[src/rtl/mult_arb_pkg.sv]
// Shared types and defaults for the shared-multiplier round-robin scheduler.
package mult_arb_pkg;

  typedef enum logic [1:0] {
    RUN   = 2'd0,
    DRAIN = 2'd1,
    IDLE  = 2'd2
  } arb_state_t;

  localparam int NREQ_DEF    = 4;
  localparam int WIDTH_DEF   = 16;
  localparam int MUL_LAT_DEF = 2;
  localparam int MAX_OUT_DEF = 3;

  // Width of a requester index; a single requester still needs one bit.
  function automatic int id_width(input int n);
    return (n > 1) ? $clog2(n) : 1;
  endfunction

endpackage

[src/rtl/mult_share_arbiter_rr_arbiter.sv]
// Rotating-priority arbiter: grants the first eligible index at or after the pointer.
module rr_arbiter
  import mult_arb_pkg::*;
#(
  parameter int NREQ = NREQ_DEF,
  localparam int IDW = id_width(NREQ)
) (
  input  logic            i_clk,
  input  logic            i_rst,
  input  logic [NREQ-1:0] i_elig,
  output logic [NREQ-1:0] o_grant,
  output logic [IDW-1:0]  o_idx,
  output logic            o_any
);

  localparam logic [IDW:0] NREQ_W = (IDW+1)'(NREQ);

  logic [IDW-1:0]    r_ptr;
  logic [2*NREQ-1:0] w_dbl;
  logic [NREQ-1:0]   w_rot;
  logic [IDW-1:0]    w_off;
  logic              w_found;
  logic [IDW:0]      w_sum;
  logic [IDW-1:0]    w_ptr_nxt;

  // Rotate eligibility so that bit 0 corresponds to the pointer position.
  assign w_dbl = {i_elig, i_elig} >> r_ptr;
  assign w_rot = w_dbl[NREQ-1:0];

  always_comb begin
    w_off   = '0;
    w_found = 1'b0;
    for (int k = 0; k < NREQ; k++) begin
      if (!w_found && w_rot[k]) begin
        w_found = 1'b1;
        w_off   = IDW'(k);
      end
    end
  end

  assign w_sum     = {1'b0, r_ptr} + {1'b0, w_off};
  assign o_idx     = (w_sum >= NREQ_W) ? IDW'(w_sum - NREQ_W) : w_sum[IDW-1:0];
  assign o_any     = w_found;
  assign o_grant   = w_found ? (NREQ'(1) << o_idx) : '0;
  assign w_ptr_nxt = (o_idx == IDW'(NREQ - 1)) ? '0 : o_idx + IDW'(1);

  always_ff @(posedge i_clk) begin
    if (i_rst) begin
      r_ptr <= '0;
    end else if (w_found) begin
      r_ptr <= w_ptr_nxt;
    end
  end

endmodule

[src/rtl/mult_share_arbiter.sv]
// Shares one pipelined multiplier among NREQ requesters with per-requester credits,
// an id tag pipeline matched to the multiplier latency, and a drain/idle mode.
module mult_share_arbiter
  import mult_arb_pkg::*;
#(
  parameter int NREQ    = NREQ_DEF,
  parameter int WIDTH   = WIDTH_DEF,
  parameter int MUL_LAT = MUL_LAT_DEF,
  parameter int MAX_OUT = MAX_OUT_DEF,
  localparam int IDW    = id_width(NREQ)
) (
  input  logic                  i_clk,
  input  logic                  i_rst,
  input  logic [NREQ-1:0]       i_req_valid,
  output logic [NREQ-1:0]       o_req_ready,
  input  logic [NREQ*WIDTH-1:0] i_req_a,
  input  logic [NREQ*WIDTH-1:0] i_req_b,
  output logic [WIDTH-1:0]      o_mul_a,
  output logic [WIDTH-1:0]      o_mul_b,
  input  logic [2*WIDTH-1:0]    i_mul_m,
  output logic                  o_rsp_valid,
  output logic [IDW-1:0]        o_rsp_id,
  output logic [2*WIDTH-1:0]    o_rsp_m,
  input  logic                  i_drain_req,
  output logic                  o_idle
);

  localparam int CW = $clog2(MAX_OUT + 1);

  arb_state_t         r_state;
  arb_state_t         w_state_nxt;
  logic [CW-1:0]      r_cnt [NREQ];
  logic [MUL_LAT-1:0] r_tag_vld;
  logic [IDW-1:0]     r_tag_id [MUL_LAT];
  logic               r_rsp_valid;
  logic [IDW-1:0]     r_rsp_id;
  logic [2*WIDTH-1:0] r_rsp_m;

  logic [NREQ-1:0]    w_elig;
  logic [NREQ-1:0]    w_grant;
  logic [IDW-1:0]     w_gidx;
  logic               w_any;
  logic               w_busy;
  logic               w_ret;
  logic [NREQ-1:0]    w_ret_oh;

  // Grants are suppressed while reset is held so req_ready reads zero.
  always_comb begin
    w_elig = '0;
    for (int i = 0; i < NREQ; i++) begin
      w_elig[i] = i_req_valid[i] && (r_cnt[i] < CW'(MAX_OUT)) &&
                  (r_state == RUN) && !i_rst;
    end
  end

  rr_arbiter #(.NREQ(NREQ)) u_rr (
    .i_clk   (i_clk),
    .i_rst   (i_rst),
    .i_elig  (w_elig),
    .o_grant (w_grant),
    .o_idx   (w_gidx),
    .o_any   (w_any)
  );

  assign o_req_ready = w_grant;

  always_comb begin
    o_mul_a = '0;
    o_mul_b = '0;
    for (int i = 0; i < NREQ; i++) begin
      if (w_grant[i]) begin
        o_mul_a = i_req_a[i*WIDTH +: WIDTH];
        o_mul_b = i_req_b[i*WIDTH +: WIDTH];
      end
    end
  end

  always_comb begin
    w_busy = 1'b0;
    for (int i = 0; i < NREQ; i++) begin
      if (r_cnt[i] != '0) w_busy = 1'b1;
    end
  end

  always_ff @(posedge i_clk) begin
    if (i_rst) r_state <= RUN;
    else       r_state <= w_state_nxt;
  end

  // A drain that loses drain_req midway still finishes before returning to RUN.
  always_comb begin
    w_state_nxt = r_state;
    case (r_state)
      RUN:     if (i_drain_req) w_state_nxt = DRAIN;
      DRAIN:   if (!w_busy)     w_state_nxt = IDLE;
      IDLE:    if (!i_drain_req) w_state_nxt = RUN;
      default: w_state_nxt = RUN;
    endcase
  end

  assign o_idle = (r_state == IDLE);

  always_ff @(posedge i_clk) begin
    if (i_rst) begin
      r_tag_vld <= '0;
      for (int s = 0; s < MUL_LAT; s++) r_tag_id[s] <= '0;
    end else begin
      r_tag_vld[0] <= w_any;
      r_tag_id[0]  <= w_gidx;
      for (int s = 1; s < MUL_LAT; s++) begin
        r_tag_vld[s] <= r_tag_vld[s-1];
        r_tag_id[s]  <= r_tag_id[s-1];
      end
    end
  end

  assign w_ret    = r_tag_vld[MUL_LAT-1];
  assign w_ret_oh = w_ret ? (NREQ'(1) << r_tag_id[MUL_LAT-1]) : '0;

  // The last tag stage lines up with the product on i_mul_m.
  always_ff @(posedge i_clk) begin
    if (i_rst) begin
      r_rsp_valid <= 1'b0;
      r_rsp_id    <= '0;
      r_rsp_m     <= '0;
    end else begin
      r_rsp_valid <= w_ret;
      if (w_ret) begin
        r_rsp_id <= r_tag_id[MUL_LAT-1];
        r_rsp_m  <= i_mul_m;
      end
    end
  end

  assign o_rsp_valid = r_rsp_valid;
  assign o_rsp_id    = r_rsp_id;
  assign o_rsp_m     = r_rsp_m;

  always_ff @(posedge i_clk) begin
    if (i_rst) begin
      for (int i = 0; i < NREQ; i++) r_cnt[i] <= '0;
    end else begin
      for (int i = 0; i < NREQ; i++) begin
        if (w_grant[i] && !w_ret_oh[i]) begin
          r_cnt[i] <= r_cnt[i] + CW'(1);
        end else if (!w_grant[i] && w_ret_oh[i]) begin
          r_cnt[i] <= r_cnt[i] - CW'(1);
        end
      end
    end
  end

endmodule
[config.mk]
export PLATFORM = sky130hd
export DESIGN_NAME = mult_share_arbiter
export DESIGN_NICKNAME = d
export VERILOG_FILES = /design/src/rtl/mult_arb_pkg.sv /design/src/rtl/mult_share_arbiter_rr_arbiter.sv /design/src/rtl/mult_share_arbiter.sv
export SDC_FILE = /design/constraint.sdc
export NUM_CORES = 1
export LEC_CHECK = 0
export ABC_CLOCK_PERIOD_IN_PS = 5200
export BUFFER_PORTS_ARGS = -buffer_cell sky130_fd_sc_hd__buf_4
export CORE_MARGIN = 3
export CORE_UTILIZATION = 42
export CTS_CLUSTER_SIZE = 8
export DETAILED_ROUTE_END_ITERATION = 7
export GPL_ROUTABILITY_DRIVEN = 0
export MAX_ROUTING_LAYER = met4
export PLACE_DENSITY = 0.86
export SETUP_SLACK_MARGIN = 0.15
export SLEW_MARGIN = 20
export SYNTH_ARGS = -nofsm -noshare
export SYNTH_HDL_FRONTEND = slang
export SYNTH_HIERARCHICAL = 1
export SYNTH_SLANG_ARGS = --single-unit
[constraint.sdc]
create_clock -name i_clk -period 5.2 [get_ports i_clk]
set_input_delay 0.78 -clock i_clk [delete_from_list [all_inputs] [get_ports i_clk]]
set_output_delay 0.78 -clock i_clk [all_outputs]
set_load 0.01 [all_outputs]
==> results of run 1 <==
[state kept, by name, indices dropped and copies added, names as in the netlist]
| signal | flops |
|---|---|
| r_tag_vld | 2 |
| o_rsp_id | 2 |
| r_cnt | 8 |
| r_state | 2 |
| u_rr/r_ptr | 2 |
| o_rsp_m | 32 |
| o_rsp_valid | 1 |
| r_tag_id | 4 |
[worst paths after layout]
kind                                                   to  slack, ps  depth (start not counted)
worst max-delay path                          o_mul_b[11]        550                         17
worst min-delay path            r_tag_id[0][3]$_SDFF_PP0_        460                          1
worst max register to register      r_cnt[3][1]$_DFFE_PP_       1870                         13
worst min register to register  r_tag_id[0][3]$_SDFF_PP0_        460                          1
[cell usage in the layout (no fill, tap or decap), drive strengths merged, types with 4 or more instances in the layout]
master and count:
nand2 41, dfxtp 45, nor2b 38, o31ai 31, edfxtp 8, a21oi 12, ha 4, clkbuf 5
xnor2 5, nand2b 5, nand3 4, a221oi 30, mux2i 36, buf 246, nor3 12, nor2 44
inv 8, xor2 6
[through the flow]
stage / util, % / cell area (um2) / instances / hold slack [ps]
floorplan: - / 3380 / 395 / 414
global placement: 67.0 / 5200 / 707 / 427
detailed placement: 67.0 / 5200 / 707 / 437
CTS: 68.4 / 5310 / 715 / 466
global route: 68.8 / 5340 / 715 / 476
finish: 68.8 / 5340 / 715 / 464
[metal layers]
layer | wire length (um) | part of all wire, %
met1 | 4520 | 37
met2 | 5870 | 48
met3 | 1470 | 12
met4 | 312 | 2.6
met5 | 0 | 0
[power groups by stage]
stage / sequential [uW] / clock (uW) / combinational [uW]
global route: 548 / 298 / 1770
global placement: 545 / 0 / 1590
finish: 539 / 276 / 1640
CTS: 539 / 282 / 1630
floorplan: 518 / 0 / 938
detailed placement: 547 / 0 / 1620
[critical path, stage by stage]
cell,delay (ps)
buf_4,120
nor3_2,160
and3_2,340
nor2_1,80
nor3_1,190
a21oi_1,100
o211ai_1,110
ha_1,220
xor2_1,270
xnor2_1,160
ha_1,160
and2b_1,120
and2b_1,140
buf_4,190
a221oi_1,100
o31ai_1,420
buf_4,200
[synthesized netlist by cell type (3+ instances only)]
cell type / count / area share (%)
ha_1: 4 / 1.5
o21ai_0: 3 / 0.44
xnor2_1: 5 / 1.3
mux2i_1: 36 / 11
o31ai_1: 31 / 6.9
edfxtp_1: 8 / 7.1
nand2b_1: 4 / 0.74
buf_2: 12 / 1.8
nor2b_1: 38 / 7.0
dfxtp_1: 45 / 27
nand2_1: 41 / 4.6
nand3_1: 4 / 0.59
a21oi_1: 10 / 1.5
xor2_1: 6 / 1.6
and3_1: 3 / 0.56
inv_1: 7 / 0.78
or3_1: 3 / 0.56
buf_4: 7 / 1.6
a221oi_1: 30 / 7.8
clkbuf_1: 14 / 1.6
nor3_1: 10 / 1.5
nor2_1: 44 / 4.9
[kinds of logic after synthesis]
| family | after synthesis | share of synthesized area [%] |
|---|---|---|
| compound gates | 82 | 18.9 |
| xor+xnor | 11 | 2.85 |
| fa+ha+maj | 4 | 1.48 |
| buf+inv | 43 | 6.44 |
| flops | 53 | 33.8 |
| mux | 37 | 11.1 |
| simple gates | 165 | 25.5 |
[cell type report]
type | count | area, um2 | area share, %
multi-input combinational | 299 | 2070 | 38.8
clock inverter | 3 | 43.8 | 0.820
timing repair buffer | 246 | 1860 | 34.8
sequential | 53 | 1140 | 21.4
inverter | 7 | 26.3 | 0.492
tap | 102 | 128 | 2.39
clock buffer | 5 | 68.8 | 1.29
==> key figures, run 1 <==
Run status
  – Status: completed

STA
  – Min cycle time layout: about 4700 ps
  – Final setup violation count: 0
  – Tcrit/Tclk final: 89.4%
  – Unrepaired setup endpoints after global routing: no
  – Max Slew Vio Count: 0
  – Fin Clk Skew: 9.43 ps
  – Fin Setup TNS: 0 ps
  – Setup WS post-layout: between 500 and 600 ps
  – Endpoints failing hold: 0
  – Max Clk Rate: 0.215 GHz
  – Worst slew margin: 26.8%
  – Worst Max-Slew Pin Slew: around 1100 ps

Critical path
  – Worst-path fanout max: 12
  – CP Capture Type: primary output
  – Element type at the critical path start: input pin
  – Reg2Reg Launch Point: r_cnt[3][0]$_DFFE_PP_
  – CP Data Required Time: between 4000 and 5000 ps
  – Critical path class: in -> out
  – CP arrival: 3870 ps
  – Setup crit start: i_rst

Detailed routing
  – 1st-pass router iterations: 5
  – Wire length per cell: between 15 and 20 um
  – Via/cell ratio: between 5 and 6
  – First DRT Iteration DRCs: 293
  – Routed via count: 3838
  – # DRC: 0
  – Total Routed Length: 12200 um
  – Routed Antenna Nets: 0

Worst hold path
  – HP Class: reg -> reg
  – Hold Path Origin: r_tag_id[0][1]$_SDFF_PP0_

Global routing
  – Largest net degree at the start of global routing: about 70
  – Grt met2 use: between 40 and 50%
  – GR Util met1: roughly 29%
  – First-pass GRT wire length: 17800 um
  – Grt ovf: 0
  – Global-route usage over all layers: 25.3%
  – Vias in the first global route: ~3600
  – Gr busiest metal: met2
  – Initial antenna violation count: 0
  – Met3 Track Usage GR: under 10%

Power and ir drop
  – Tot Pwr: roughly 2500 uW
  – Sequential power share: a little over a fifth
  – Leakage: about 0.0024 uW
  – Internal power: about 1400 uW
  – Switching Share: between 40% and 50%
  – Clock share of power: approximately 11%
  – Pwr dens: between 400 and 500 mW/mm2
  – Max IR drop VDD: roughly 0.26 mV
  – Logic pwr share: 66.8%
  – P_sw: a little over 1000 uW

Clock tree
  – Clock Pin Slew Worst Setup and Hold Paths: roughly 90 ps
  – Sink Count: between 50 and 60
  – Hold_buf cts: 0
  – Root Buffer: clkbuf_8
  – CTS Buf Count: 5
  – H-tree depth: 2
  – Postcts setup bufs: 0
  – Max clock buf depth: 2
  – Worst-Skew Late Latency: 300 ps
  – PostCTS Resize Cnt: 0
  – CTS tree: yes

Layout
  – Layout filler cell count: between 600 and 700
  – N_diodes: 0
  – Nets: approximately 780
  – Syn-to-layout area delta: 58.1%
  – Share of layout cells above drive strength 1: between 40% and 50%

Synth
  – Yosys reg bits: 53
  – Sequential share of the synthesized area: approximately 34%
  – Ys async rst share: 0%
  – Syn_nets: 566
  – Synth Area per Inst: 8.56 um2
  – Synth warnings: 6
  – Post-synthesis cell area: 0.00338 mm2
  – Library cells used by synthesis: 43
  – Synthesized instance count: between 300 and 400
  – EDFF count, synth: 8
  – Synth Flop Type: dfxtp_1

Floorplan
  – Core area: approximately 0.008 mm2
  – Die height: about 96 um
  – Initial core utilization: between 40% and 50%
  – Die width: about 96 um
  – # rows: 32
  – Die area: about 0.009 mm2
  – IO Count: 239

Job
  – MaxCap Viol Count: 0

Placed design
  – IO Port Bufs: about 240
  – Post-DP HPWL: 9660 um
  – Placement Setup Slack: 272 ps
Power figures use the tool's default switching activity.
==> run 2: changes to the inputs <==
Settings changed: CORE_MARGIN 3 to 4, MAX_ROUTING_LAYER met4 to default.
==> key figures, run 2 (synthesized netlist as in run 1, its figures left out) <==
Placed design
  – Area after DPL: around 0.0052 mm2
  – IO Port Bufs: between 200 and 250
  – Post-DP HPWL: 9820 um
  – Placement Setup Slack: between 150 and 200 ps
  – Inst Count DP: 706

Floorplan
  – # rows: 32
  – Die width: between 90 and 100 um
  – Core area: approximately 0.0078 mm2
  – Die height: roughly 98 um
  – Initial core utilization: a little over two fifths
  – IO Count: roughly 240
  – Die area: about 0.0095 mm2

Clock tree
  – Max clock buf depth: 2
  – Worst-Skew Late Latency: 310 ps
  – H-tree depth: 2
  – CTS tree: yes
  – Clock Pin Slew Worst Setup and Hold Paths: roughly 90 ps
  – Sink Count: 53
  – Root Buffer: clkbuf_8
  – Postcts setup bufs: 0
  – CTS Buf Count: 5

Critical path
  – CP Capture Type: primary output
  – Buf+Inv Stages, Crit Path: 4
  – Top delay family on crit path: simple AND/OR/NAND/NOR gates
  – R2r endpoint: r_cnt[1][1]$_SDFFCE_PN0P_
  – Reg2Reg Launch Point: r_cnt[3][0]$_DFFE_PP_
  – Critical path, cell by cell: buf_4, nor3_2, and3b_2, and3b_1, o21ai_0, o211ai_1, ha_1, inv_1, nor2_1, nand2_1, mux2i_4, and2b_1, buf_6, a221oi_2, o31ai_1, buf_4
  – Crit-path max cell delay: between 300 and 400 ps
  – Slowest-stage cell, CP: ha_1
  – Worst-path fanout max: 30
  – Reg2Reg Setup Slack: roughly 1800 ps
  – CP Data Required Time: 4420 ps
  – Register-to-Register Path Depth: 13
  – CP arrival: approximately 3900 ps
  – Most Frequent Cell on Critical Path: buf_4
  – Critical path class: in -> out
  – Element type at the critical path start: input pin

Layout
  – Post-route insts no fill: 715
  – N_diodes: 0
  – Share of layout cells above drive strength 1: roughly 45%
  – Number of flip-flops in the largest register: 32
  – Nets: between 700 and 800
  – Most frequent cells in the layout: 244 x buf_4, 44 x nor2_1, 44 x dfxtp_1, 41 x nand2_1, 38 x nor2b_1
  – Final instance area: roughly 0.0053 mm2
  – Syn-to-layout area delta: 57.3%
  – Most common cell after layout, fill and taps aside: buf_4
  – Layout filler cell count: 637

Detailed routing
  – Routed Antenna Nets: 0
  – Routed via count: 3799
  – # DRC: 0
  – 1st-pass router iterations: 4
  – Wire length per cell: between 15 and 20 um
  – Via/cell ratio: approximately 5.3
  – Total Routed Length: approximately 13000 um
  – First DRT Iteration DRCs: 225

Run status
  – Status: completed

STA
  – WHS: 452 ps
  – Tcrit/Tclk final: roughly 91%
  – Min cycle time layout: 4710 ps
  – Max Clk Rate: 0.212 GHz
  – Final setup violation count: 0
  – Fin Clk Skew: 10.8 ps
  – Max Slew Vio Count: 0
  – Fin Setup TNS: 0 ps
  – Setup WS post-layout: 493 ps
  – Worst Max-Slew Pin Slew: roughly 650 ps
  – Endpoints failing hold: 0
  – Unrepaired setup endpoints after global routing: no
  – Worst slew margin: 57.0%

Global routing
  – Initial antenna violation count: 0
  – Global-route usage over all layers: approximately a quarter
  – Grt ovf: 0
  – Vias in the first global route: roughly 3800
  – Largest net degree at the start of global routing: 69
  – First-pass GRT wire length: 19600 um

Worst hold path
  – Hold Path Origin: r_tag_id[0][0]$_SDFF_PP0_
  – HP Class: reg -> reg
  – Endpoint, Worst Hold: r_tag_id[0][2]$_SDFF_PP0_
  – WHS Path Cells: 1

Power and ir drop
  – Pwr dens: ~450 mW/mm2
  – Max IR drop VDD: approximately 0.23 mV
  – Leakage: about 0.0023 uW

Job
  – MaxCap Viol Count: 0
## run 2: cell types whose count changed in the layout (fill, tap and decap cells not counted)
cell       before  now
buf_6           0    1
o31ai_2         3    0
o31ai_1        28   31
clkinv_4        0    2
bufinv_16       1    0
a221oi_1       30   29
a221oi_2        0    1
buf_4         245  244
inv_6           1    0
## run 2: through the flow
| stage | util (%) | total power, uW |
|---|---|---|
| after global placement | 66.7 | 2100 |
| after floorplan | - | 1460 |
| after CTS | 67.9 | 2380 |
| after global routing | 68.4 | 2540 |
| after detailed placement | 66.7 | 2140 |
| final | 68.4 | 2380 |
## run 2: how the worst max path moves through the flow
stage,startpoint,cells past startpoint,slack (ps),end
after floorplan,i_rst,17,690,o_mul_a[15]
after global placement,i_rst,16,360,o_mul_b[6]
after detailed placement,i_rst,16,190,o_mul_b[6]
after CTS,i_rst,16,190,o_mul_b[6]
after global routing,i_rst,16,240,o_mul_a[7]
final,i_rst,16,490,o_mul_b[6]
## run 2: repair_timing
action | 4_1_cts | 5_1_grt
hold buffers | 0 | 0
setup endpoints to repair | 0 | 32
gates resized for setup | 0 | 8
## run 2: power by group
group / leakage [uW] / switching, uW / internal (uW)
logic: 0.00184 / 811 / 805
clock network: 0.0000481 / 137 / 95.7
registers: 0.000451 / 57.3 / 474
## run 2: routing by layer
layer | up-vias | wire [um] | global-route usage [%] | share of wire, %
met5 | - | 0 | 0 | 0
met3 | 13 | 1100 | 7.11 | 8.7
met4 | 0 | 138 | 5.32 | 1.1
met2 | 178 | 6330 | 43.8 | 50
met1 | 1749 | 5070 | 30.7 | 40
li1 | 1859 | - | - | -
## run 2: area by class of cell
type	instances	area, um2	share of cell area (%)
inverters	7	26.3	0.494
multi-input cells	299	2070	38.9
flip-flops and latches	53	1140	21.5
clock buffers	5	68.8	1.29
repair buffers	246	1860	35.0
well taps	102	128	2.40
clock inverters	3	22.5	0.424
==> run 3: changes to the inputs <==
Settings changed: CELL_PAD_IN_SITES_DETAIL_PLACEMENT from default to 0, CELL_PAD_IN_SITES_GLOBAL_PLACEMENT from default to 1, CORE_UTILIZATION 42 to 28, PLACE_DENSITY 0.86 to 0.85, SYNTH_HIERARCHICAL 1 to default.
==> key figures, run 3 <==
Run status
  – Status: completed

Clock tree
  – Max clock buf depth: 2
  – CTS tree: yes
  – Root Buffer: clkbuf_16
  – CTS Buf Count: 5
  – H-tree depth: 2
  – Clock Pin Slew Worst Setup and Hold Paths: around 70 ps
  – Hold_buf cts: 0
  – Sink Count: 53
  – Worst-Skew Late Latency: 280 ps
  – Postcts setup bufs: 0
  – PostCTS Resize Cnt: 0

Synth
  – Synthesized instance count: 421
  – Yosys reg bits: 53
  – Top-count cell post-synth: nor2_1
  – Synth Flop Type: dfxtp_1
  – Post-synth top area share: about a quarter
  – Library cells used by synthesis: 39
  – Syn_nets: 595
  – Post-synthesis cell area: 0.00339 mm2
  – Synth Area per Inst: 8.05 um2
  – EDFF count, synth: 8
  – Commonest cells in the netlist: 72 x nor2_1, 45 x dfxtp_1, 43 x a21oi_1
  – Synth warnings: 0
  – Main area contributors after synthesis: dfxtp_1 27%, mux2i_1 10%, a221oi_1 8.3%
  – Sequential share of the synthesized area: 33.7%
  – Ys async rst share: 0%
  – Cell taking the most area after synthesis: dfxtp_1

Critical path
  – Critical path class: in -> out
  – CP Depth: 16
  – R2r endpoint: r_cnt[2][0]$_SDFFCE_PN0P_
  – Reg2Reg Setup Slack: 1560 ps
  – Worst-path fanout max: 32
  – Slowest-stage cell, CP: a2111oi_0
  – CP arrival: 3990 ps
  – Register-to-Register Path Depth: 13
  – Reg2Reg Launch Point: r_cnt[3][0]$_DFFE_PP_
  – Element type at the critical path start: input pin
  – Buf+Inv Stages, Crit Path: 3
  – Critical path, cell by cell: buf_4, or3_1, a2111oi_0, a21oi_1, o211ai_1, ha_1, xnor2_1, xnor2_1, ha_1, nor2b_2, buf_4, a221oi_1, nor3_1, a21oi_1, nor2_1, buf_4
  – CP Data Required Time: ~4400 ps
  – Crit-path max cell delay: 430 ps
  – Top delay family on crit path: compound AO/OA/AOI/OAI gates
  – CP Capture Type: primary output
  – Most Frequent Cell on Critical Path: buf_4

STA
  – Unrepaired setup endpoints after global routing: no
  – Max Slew Vio Count: 0
  – Min cycle time layout: approximately 4800 ps
  – WHS: roughly 440 ps
  – Max Clk Rate: about 0.21 GHz
  – Worst Max-Slew Pin Slew: between 1000 and 1500 ps
  – Tcrit/Tclk final: between 90 and 100%
  – Final setup violation count: 0
  – Worst slew margin: between 20 and 30%
  – Fin Clk Skew: ~5.3 ps
  – Endpoints failing hold: 0
  – Fin Setup TNS: 0 ps

Worst hold path
  – Endpoint, Worst Hold: r_tag_id[0][3]$_SDFF_PP0_
  – Hold Path Origin: r_tag_id[0][1]$_SDFF_PP0_
  – WHS Path Cells: 1
  – HP Class: reg -> reg

Global routing
  – First-pass GRT wire length: about 20000 um
  – Largest net degree at the start of global routing: between 60 and 70
  – Grt ovf: 0
  – Initial antenna violation count: 0
  – Vias in the first global route: roughly 4000
  – Global-route usage over all layers: ~17%

Detailed routing
  – First DRT Iteration DRCs: 207
  – # DRC: 0
  – 1st-pass router iterations: 4
  – Routed via count: 3958
  – Routed Antenna Nets: 0
  – Via/cell ratio: ~5.1
  – Total Routed Length: 12400 um
  – Wire length per cell: ~16 um

Placed design
  – Inst Count DP: 773
  – Post-DP HPWL: slightly below 10000 um
  – IO Port Bufs: 238

Power and ir drop
  – Pwr dens: ~290 mW/mm2
  – Max IR drop VDD: 0.159 mV
  – Leakage: about 0.0025 uW

Floorplan
  – Die width: approximately 120 um
  – Die height: around 120 um
  – Die area: ~0.014 mm2
  – Initial core utilization: between 20% and 30%
  – Core area: approximately 0.012 mm2
  – IO Count: approximately 240
  – # rows: 39

Layout
  – Most frequent cells in the layout: 244 x buf_4, 72 x nor2_1, 44 x dfxtp_1, 43 x a21oi_1, 38 x nor2b_1
  – Most common cell after layout, fill and taps aside: buf_4
  – Post-route insts no fill: about 780
  – Nets: 811
  – N_diodes: 0
  – Number of flip-flops in the largest register: 32
  – Share of layout cells above drive strength 1: between 40% and 50%
  – Syn-to-layout area delta: 60.5%

Job
  – MaxCap Viol Count: 0
run 3: cells by family (layout without fill, tap and decap cells):
kind of cell    after synthesis  in the layout  share of synthesized area (%)
compound gates               93             93                           19.6
xor+xnor                      9              9                           2.33
fa+ha+maj                     7              7                           2.58
buf+inv                      42            259                           4.65
flops                        53             53                           33.7
mux                          36             36                           10.7
simple gates                181            181                           26.5
run 3: metal layers:
layer / vias to the layer above / track usage (%) / part of all wire (%)
li1: 1949 / - / -
met1: 1842 / 18.9 / 38
met2: 145 / 31.9 / 54
met3: 22 / 3.56 / 6.0
met4: 0 / 4.54 / 2.5
met5: - / 0 / 0
run 3: worst max path at each step:
stage | start | to | slack [ps]
3_3_place_gp | i_rst | o_mul_b[11] | 640
5_1_grt | i_rst | o_mul_a[12] | 250
6_report | i_rst | o_mul_b[11] | 430
4_1_cts | i_rst | o_mul_b[11] | 460
3_5_place_dp | i_rst | o_mul_b[11] | 470
2_1_floorplan | i_rst | o_mul_b[10] | 710
run 3: final cells by class:
cell class                      count  area (um2)
Clock buffer                        5         125
Clock inverter                      3        21.3
Fill cell                        1130        6170
Inverter                            6        22.5
Multi-Input combinational cell    326        2100
Sequential cell                    53        1140
Tap cell                          143         179
Timing Repair Buffer              245        1850
run 3: report_power, final:
part | switching [uW] | total [uW] | internal [uW]
sequential | 32.2 | 477 | 445
clock | 146 | 325 | 179
combinational | 394 | 779 | 385
run 3: per-stage QoR:
step           power [uW]  instance area, um2  setup slack [ps]  util (%)
3_3_place_gp         1250                5290               643      45.6
5_1_grt              1710                5440               252      46.8
4_1_cts              1600                5440               462      46.8
3_5_place_dp         1270                5290               471      45.6
6_report             1580                5440               434      46.8
2_1_floorplan         960                3390               709         -
